File: config.mk
export PLATFORM = sky130hd
export DESIGN_NAME = sprite_layer_renderer
export DESIGN_NICKNAME = d
export VERILOG_FILES = /design/src/rtl/sprite_pkg.sv /design/src/rtl/sprite_addr_gen.sv /design/src/rtl/sprite_layer_renderer.sv
export SDC_FILE = /design/constraint.sdc
export NUM_CORES = 1
export LEC_CHECK = 0
export CORE_ASPECT_RATIO = 1.5
export CORE_UTILIZATION = 52
export DETAILED_ROUTE_END_ITERATION = 10
export GPL_TIMING_DRIVEN = 0
export PLACE_DENSITY = 0.87
export SETUP_SLACK_MARGIN = 0.4
export SYNTH_ARGS = -nofsm -noshare
export SYNTH_HDL_FRONTEND = slang
export SYNTH_SLANG_ARGS = --single-unit
File: constraint.sdc
create_clock -name vga_clk -period 6.8 [get_ports vga_clk]
set_input_delay 2.04 -clock vga_clk [delete_from_list [all_inputs] [get_ports vga_clk]]
set_output_delay 2.04 -clock vga_clk [all_outputs]
set_load 0.01 [all_outputs]
File: src/rtl/sprite_pkg.sv
// Shared types for the sprite layer: scale encoding, pipeline latency and scale clamping.
package sprite_pkg;

   typedef enum logic [1:0] {
      SCALE_1X = 2'd0,
      SCALE_2X = 2'd1,
      SCALE_4X = 2'd2
   } scale_e;

   localparam int SPRITE_LATENCY = 3;

   // Code 3 has no 8x mode behind it, so it folds onto 4x.
   function automatic scale_e clamp_scale(input logic [1:0] scale_log2);
      return scale_log2[1] ? SCALE_4X : scale_e'(scale_log2);
   endfunction

endpackage

File: src/rtl/sprite_addr_gen.sv
// Combinational S0 geometry: box hit test, texel column/row with optional mirror, ROM address.
module sprite_addr_gen
   import sprite_pkg::*;
#(
   parameter int  COORD_W = 10,
   parameter int  SPR_W   = 32,
   parameter int  SPR_H   = 32,
   localparam int COL_W   = $clog2(SPR_W),
   localparam int ROW_W   = $clog2(SPR_H)
) (
   input  logic [COORD_W-1:0]     draw_x,
   input  logic [COORD_W-1:0]     draw_y,
   input  logic [COORD_W-1:0]     sh_x,
   input  logic [COORD_W-1:0]     sh_y,
   input  scale_e                 sh_s,
   input  logic                   sh_f,
   output logic                   hit,
   output logic [COL_W+ROW_W-1:0] addr
);

   logic [COORD_W:0] dx, dy;
   logic [COORD_W:0] dx_sh, dy_sh;
   logic [COL_W-1:0] col;
   logic [ROW_W-1:0] row;
   logic             in_x, in_y;

   // NOTE: every variable is assigned unconditionally before any if, so no latch is inferred.
   always_comb begin
      dx    = {1'b0, draw_x} - {1'b0, sh_x};
      dy    = {1'b0, draw_y} - {1'b0, sh_y};
      dx_sh = dx >> sh_s;
      dy_sh = dy >> sh_s;
      // dx < SPR_W<<s is the same test as (dx>>s) < SPR_W, and the shifted form cannot overflow.
      in_x  = (draw_x >= sh_x) && (dx_sh[COORD_W:COL_W] == '0);
      in_y  = (draw_y >= sh_y) && (dy_sh[COORD_W:ROW_W] == '0);
      hit   = in_x && in_y;
      col   = dx_sh[COL_W-1:0];
      row   = dy_sh[ROW_W-1:0];
      if (sh_f) begin
         col = ~col;
      end
      addr  = hit ? {row, col} : '0;
   end

endmodule

File: src/rtl/sprite_layer_renderer.sv
// Three-stage sprite layer: S0 address, S1 ROM read, S2 palette/transparency to registered RGB.
// Optional mirror support is compiled in with `define SPRITE_FLIP_EN.
module sprite_layer_renderer
   import sprite_pkg::*;
#(
   parameter int               COORD_W   = 10,
   parameter int               SPR_W     = 32,
   parameter int               SPR_H     = 32,
   parameter int               IDX_W     = 4,
   parameter logic [IDX_W-1:0] TRANS_IDX = '0,
   localparam int              ADDR_W    = $clog2(SPR_W*SPR_H)
) (
   input  logic               vga_clk,
   input  logic               reset_n,
   input  logic [COORD_W-1:0] DrawX,
   input  logic [COORD_W-1:0] DrawY,
   input  logic               blank,
   input  logic               frame_start,
   input  logic [COORD_W-1:0] pos_x,
   input  logic [COORD_W-1:0] pos_y,
   input  logic [1:0]         scale_log2,
   input  logic               flip_h,
   output logic [ADDR_W-1:0]  rom_address,
   input  logic [IDX_W-1:0]   rom_q,
   output logic [IDX_W-1:0]   pal_index,
   input  logic [3:0]         pal_red,
   input  logic [3:0]         pal_green,
   input  logic [3:0]         pal_blue,
   output logic [3:0]         red,
   output logic [3:0]         green,
   output logic [3:0]         blue,
   output logic               sprite_on
);

   logic [COORD_W-1:0]        sh_x_q, sh_x_d;
   logic [COORD_W-1:0]        sh_y_q, sh_y_d;
   scale_e                    sh_s_q, sh_s_d;
   logic                      sh_f;
   logic                      s0_hit;
   logic [ADDR_W-1:0]         s0_addr;
   logic [ADDR_W-1:0]         rom_addr_q;
   logic [SPRITE_LATENCY-2:0] vld_q;
   logic                      opaque;
   logic [11:0]               rgb_q, rgb_d;
   logic                      sprite_on_q;

`ifdef SPRITE_FLIP_EN
   logic sh_f_q;

   always_ff @(posedge vga_clk or negedge reset_n) begin
      if (!reset_n) begin
         sh_f_q <= 1'b0;
      end else if (frame_start) begin
         sh_f_q <= flip_h;
      end
   end

   assign sh_f = sh_f_q;
`else
   logic unused_flip;

   assign unused_flip = flip_h;
   assign sh_f        = 1'b0;
`endif

   sprite_addr_gen #(
      .COORD_W (COORD_W),
      .SPR_W   (SPR_W),
      .SPR_H   (SPR_H)
   ) u_addr_gen (
      .draw_x (DrawX),
      .draw_y (DrawY),
      .sh_x   (sh_x_q),
      .sh_y   (sh_y_q),
      .sh_s   (sh_s_q),
      .sh_f   (sh_f),
      .hit    (s0_hit),
      .addr   (s0_addr)
   );

   always_comb begin
      sh_x_d = sh_x_q;
      sh_y_d = sh_y_q;
      sh_s_d = sh_s_q;
      if (frame_start) begin
         sh_x_d = pos_x;
         sh_y_d = pos_y;
         sh_s_d = clamp_scale(scale_log2);
      end
      opaque = vld_q[SPRITE_LATENCY-2] && (rom_q != TRANS_IDX);
      rgb_d  = opaque ? {pal_red, pal_green, pal_blue} : 12'h000;
   end

   // Shadows update on the same edge that consumes them, so a pixel alongside frame_start sees the old frame.
   always_ff @(posedge vga_clk or negedge reset_n) begin
      if (!reset_n) begin
         sh_x_q      <= '0;
         sh_y_q      <= '0;
         sh_s_q      <= SCALE_1X;
         rom_addr_q  <= '0;
         vld_q       <= '0;
         rgb_q       <= '0;
         sprite_on_q <= 1'b0;
      end else begin
         // NOTE: non-blocking assignments let each stage capture the previous stage's pre-edge value.
         sh_x_q      <= sh_x_d;
         sh_y_q      <= sh_y_d;
         sh_s_q      <= sh_s_d;
         rom_addr_q  <= s0_addr;
         vld_q       <= {vld_q[SPRITE_LATENCY-3:0], s0_hit & blank};
         rgb_q       <= rgb_d;
         sprite_on_q <= opaque;
      end
   end

   assign rom_address = rom_addr_q;
   assign pal_index   = rom_q;
   assign red         = rgb_q[11:8];
   assign green       = rgb_q[7:4];
   assign blue        = rgb_q[3:0];
   assign sprite_on   = sprite_on_q;

endmodule
# Yosys cells after proc, flatten, opt, wreduce, memory -nomap -nowiden
# Index checks and enable logic that the tools add are counted.
totals:
  ff_bits: 47
  in_bits: 63
  out_inout_bits: 27
  word_cells: 24
classes:
  n_addsub: 2
  order_cmp: 2
  n_shift: 2
  muxes: 3
  bitwise_logic: 1
  reduce_logical: 7
ops:
  columns: ["op", "count"]
  rows:
  - [">> shifter 11 x 2 -> 11 bit", 2]
  - ["subtractor 10 x 10 -> 11 bit", 2]
  - [">= comparator 10 bit", 2]
  - ["zero test 6 bit", 2]
  - ["2-to-1 mux 12 bit", 1]
  - ["2-to-1 mux 10 bit", 1]
  - ["logical AND 1 bit", 4]
  - ["nonzero test 4 bit", 1]
  - ["2-to-1 mux 2 bit", 1]
  - ["AND 1 bit", 1]

# Logic depth before layout (Yosys ltp)
logic_depth:
  depth_word: 6
  ltp_mapped: 12
  depth_no_buf: 11

# By module
# Synthesis repeated with hierarchy kept, for this count alone.
unflattened:
  hier_cells: 321
  hier_area_um2: 3104.2
modules_own_cells:
  columns: ["mod", "n_inst", "cells_each", "area_each_um2", "seq_area_each_um2"]
  rows:
  - ["sprite_layer_renderer", 1, 95, 1590.3, 1176.1]
  - ["sprite_addr_gen", 1, 226, 1514.0, 0.0]

# Least setup slack after synthesis
# OpenSTA, ideal clock, no wires.
synth_path:
  path_type: "input port to flip-flop"
  from: "input port DrawX[0]"
  to: "register rom_addr_q[8] (netlist: rom_address[8])"
  setup_ns: 0.082
  arrival_ns: 4.338
  required_ns: 6.718
  setup_slack_ns: 2.380
  path_stages: 12
  path_buffers: 1
  path_cell_list: "inv_1 -> ha_1 -> inv_1 -> fa_1 -> a211oi_2 -> o21ai_1 -> a21o_1 -> a21oi_1 -> mux2i_1 -> or4b_4 -> buf_6 -> nor3b_2"
synth_via:
  elab_chain_cells: 6
  word_cells_on_any_way: 7
  cone_classes: "add/sub: 1; order compare: 1; shift: 1; mux: 1; reduce/logical: 3"
synth_lines:
  columns: ["item", "line", "source"]
  rows:
  - ["from (decl)", "sprite_layer_renderer.sv:15", "input logic [COORD_W-1:0] DrawX,"]
  - ["subtractor 10 x 10 -> 11 bit", "sprite_addr_gen.sv:29", "dx = {1'b0, draw_x} - {1'b0, sh_x};"]
  - [">> shifter 11 x 2 -> 11 bit", "sprite_addr_gen.sv:31", "dx_sh = dx >> sh_s;"]
  - ["zero test 6 bit", "sprite_addr_gen.sv:34", "in_x = (draw_x >= sh_x) && (dx_sh[COORD_W:COL_W] == '0);"]
  - ["logical AND 1 bit (*)", "sprite_addr_gen.sv:34", null]
  - ["logical AND 1 bit (*)", "sprite_addr_gen.sv:36", "hit = in_x && in_y;"]
  - ["2-to-1 mux 10 bit (*)", "sprite_addr_gen.sv:42", "addr = hit ? {row, col} : '0;"]
  - ["net s0_addr[8]", "sprite_layer_renderer.sv:40", "logic [ADDR_W-1:0] s0_addr;"]
  - ["to (signal assigned)", "sprite_layer_renderer.sv:109", "rom_addr_q <= s0_addr;"]
  - ["to (decl)", "sprite_layer_renderer.sv:41", "logic [ADDR_W-1:0] rom_addr_q;"]
# The timed path passes the listed nets; every way through them passes the cells marked *.
# A chain may end at the register's enable or synchronous reset.

# Worst setup path in the final report
layout_path:
  from: "input port rom_q[3]"
  to: "output port pal_index[3]"
layout_rtl:
  columns: ["item", "line", "source"]
  rows:
  - ["from (decl)", "sprite_layer_renderer.sv:24", "input logic [IDX_W-1:0] rom_q,"]
  - ["to (decl)", "sprite_layer_renderer.sv:25", "output logic [IDX_W-1:0] pal_index,"]
# No word-level cell between the ends.

==> metrics.md <==
| Metric | Value |
|---|---|
| Final HPWL DP | 5420 um |
| Warnings, synthesis | 0 |
| Core area | 5570 um2 |
| # DRC | 0 |
| Overall Global Routing Usage | 0.249 |
| Yosys top cell area share | 0.385 |
| Critical R2R Launch | sh_y_q[1] |
| Final WS setup | 1.59 ns |
| Net Count, Synth | 402 |
| Number of iterations in the first detailed-routing pass | 5 |
| Cell Rows | 33 |
| Yosys top cell by area | dfrtp_1 |
| Gp weighted congestion | 0.875 |
| Post-CTS Setup Inserts | 0 |
| Syn_area_per_cell | 9.64 um2 |
| Clock Skews | 0.0126 ns |
| LEAKAGE | 1.86 nW |
| Fraction of synthesis flops using an asynchronous set or reset pin | 1.00 |
| Drt first-iter violations | 89 |
| Drt via density | 5.56 |
| Antenna Cells | 0 |
| Share of layout cells above drive strength 1 | 0.101 |
| Startpoint types | input port |
| Root Buffer | clkbuf_8 |
| Final setup TNS | 0 ns |
| Unrepaired setup endpoints after global routing | no |
| DRT Wirelength | 6910 um |
| Vias | 2,689 |
| Syn Std Cell Area | 3060 um2 |
| Fin util | 0.745 |
| Hold Crit Class | register to register |
| Place WS | 1.58 ns |
| Post_cts resized | 0 |
| Initial Utilization | 0.548 |
| Count of final setup violators | 0 |
| Max-capacitance violation count | 0 |
| Top cells by area, synth | dfrtp_1, ha_1, o21ai_0, inv_1, mux4_2 |
| EDFF count, synth | 0 |
| Crit path buffers/inverters | 3 |
| CP Capture Type | output pin |
| Register area share after synthesis | 0.385 |
| Crit path largest cell delay | 0.53 ns |
| Most frequent CP cell | clkdlybuf4s50_1 |
| Worst-Margin Slew | 0.656 ns |
| CP Cell Sequence | clkdlybuf4s50_1, buf_4, clkdlybuf4s50_1 |
| Kind of critical path | input port to output pin |
| I/O pins | 90 |
| Hold-fix buffers, CTS | 0 |
| Clock Latency Late Sink | 0.31 ns |
| Unique masters post-synth | 58 |
| Sink Count | 47 |
| Final Hold Viols | 0 |
| Die Area | 6190 um2 |
| Synth Register Bits | 47 |
| Largest net degree at the start of global routing | 33 |
| Leading register cell type out of synthesis | dfrtp_1 |
| Status | finished clean |
| Die span in y | 95.9 um |
| Post-DRT Antenna Nets | 0 |
| Maximum buffer depth of the clock tree | 2 |
| CP max stage cell | clkdlybuf4s50_1 |
| Delay-heaviest family, CP | buffers and inverters |
| Max Fanout on Critical Path | 2 |
| Slew headroom | 0.562 |
| Arrival @ worst endpoint | 3.17 ns |
| H-tree Lvls | 2 |
| TritonCTS Buffers | 5 |
| Crit share post-route | 0.766 |
| Port bufs | 88 |
| Mapped Cells | 317 |
| Vias in the first global route | 2,676 |
| Fmax | 0.192 GHz |
| CTS tree | yes |
| Area Overhead vs Synth | 35.9% |
| Initial antenna violation count | 0 |
| Die width | 64.6 um |
| Reg clk slew, reported paths | 0.08 ns |
| Routed WL per cell | 14.3 um |
| Peak VDD IR | 0.134 mV |
| Critical Path RT | 4.76 ns |
| Fin crit period | 5.21 ns |
| Gr ovfl total | 0 |
| First-pass GRT wire length | 11,900 um |
| Power Density | 188 nW/um2 |
| Worst hold start | vld_q[0] |
| Max Slew Vio Count | 0 |
| Worst setup path startpoint | rom_q[3] |
| Fin nets | 498 |
==> synthesized netlist by cell type (3+ instances only) <==
cell type	instances
dfrtp_1	47
o21ai_0	33
inv_1	32
nand2_1	27
ha_1	20
a21oi_1	14
and2_1	13
nor2_1	11
nor3_2	9
clkbuf_1	8
mux2i_1	8
a21o_1	5
mux4_2	5
xnor2_1	5
buf_4	4
nand3_1	4
nor2b_1	4
nor3_1	4
o211ai_1	4
a211oi_1	3
mux2_2	3
nand3b_1	3
nor3b_1	3
o21a_1	3
o21bai_1	3
o31ai_1	3
==> power by group <==
part           internal (W)  switching [W]
Clock              0.000109      0.0000974
Combinational      0.000134       0.000144
Sequential         0.000291     0.00000388
Total              0.000534       0.000245
==> worst paths after layout <==
kind                                        to  slack [ns]  cells past startpoint
worst min register to register        vld_q[1]        0.36                      0
worst min-delay path                  vld_q[1]        0.36                      0
worst max-delay path              pal_index[3]        1.59                      3
worst max register to register  rom_address[8]        3.88                     10
min in group asynchronous            sh_y_q[6]        1.64                      1
max in group asynchronous       rom_address[4]        4.66                      2
==> area by class of cell <==
class                      count  area [um2]
multi-input combinational    221        1670
tap                           70        87.6
inverter                      33         124
fill                         432        1420
clock inverter                 3        43.8
clock buffer                   5        68.8
sequential                    47        1180
timing repair buffer          89         896
buffer                        16        90.1
==> sequential cells by signal, indices dropped and copies added (netlist names) <==
signal and flops:
vld_q 2, rgb_q 12, sprite_on 1, sh_s_q 2, sh_y_q 10, rom_address 10
sh_x_q 10
==> kinds of logic after synthesis <==
family,share of synthesized area
compound gates,0.181
xor+xnor,0.0201
fa+ha+maj,0.0950
buf+inv,0.0700
flops,0.385
mux,0.0741
simple gates,0.174
==> through the flow <==
stage | power [W] | hold slack [ns] | std cells | area (um2)
4_1_cts | 0.000783 | 0.362 | 484 | 4150
5_1_grt | 0.000826 | 0.366 | 484 | 4150
3_3_place_gp | 0.000563 | 0.335 | 475 | 4020
2_1_floorplan | 0.000487 | 0.331 | 317 | 3060
6_report | 0.000779 | 0.357 | 484 | 4150
3_5_place_dp | 0.000572 | 0.343 | 476 | 4040
==> per-layer routing <==
layer,GRT usage,wire length (um)
met3,0.0486,333
met5,0,0
met1,0.269,2670
met2,0.468,3700
met4,0.102,203
==> placed cells by master (no fill, tap or decap), types with 4 or more instances in the layout <==
cell             netlist  routed
nor3_1                 4       4
clkbuf_8               0       5
nand3_1                4       4
nor2_1                11      11
o21ai_0               33      33
clkdlybuf4s50_1        0      87
clkbuf_1               8       8
inv_1                 32      32
a21o_1                 5       5
and2_1                13      13
nor2b_1                4       4
nand2_1               27      27
mux2i_1                8       8
xnor2_1                5       5
o211ai_1               4       4
mux4_2                 5       5
a21oi_1               14      14
buf_4                  4       4
ha_1                  20      20
nor3_2                 9       9
dfrtp_1               47      47
==> worst reg2reg max path, delay by kind of cell (launching register included) <==
| family | cells | cell delay, ns |
|---|---|---|
| buffers and inverters | 2 | 0.24 |
| AOI/OAI and AO/OA | 3 | 0.55 |
| DFF | 1 | 0.39 |
| and+or+nand+nor | 4 | 1.36 |
| adders and majority gates | 1 | 0.29 |
Note: power is estimated with default switching activity, not from simulation.
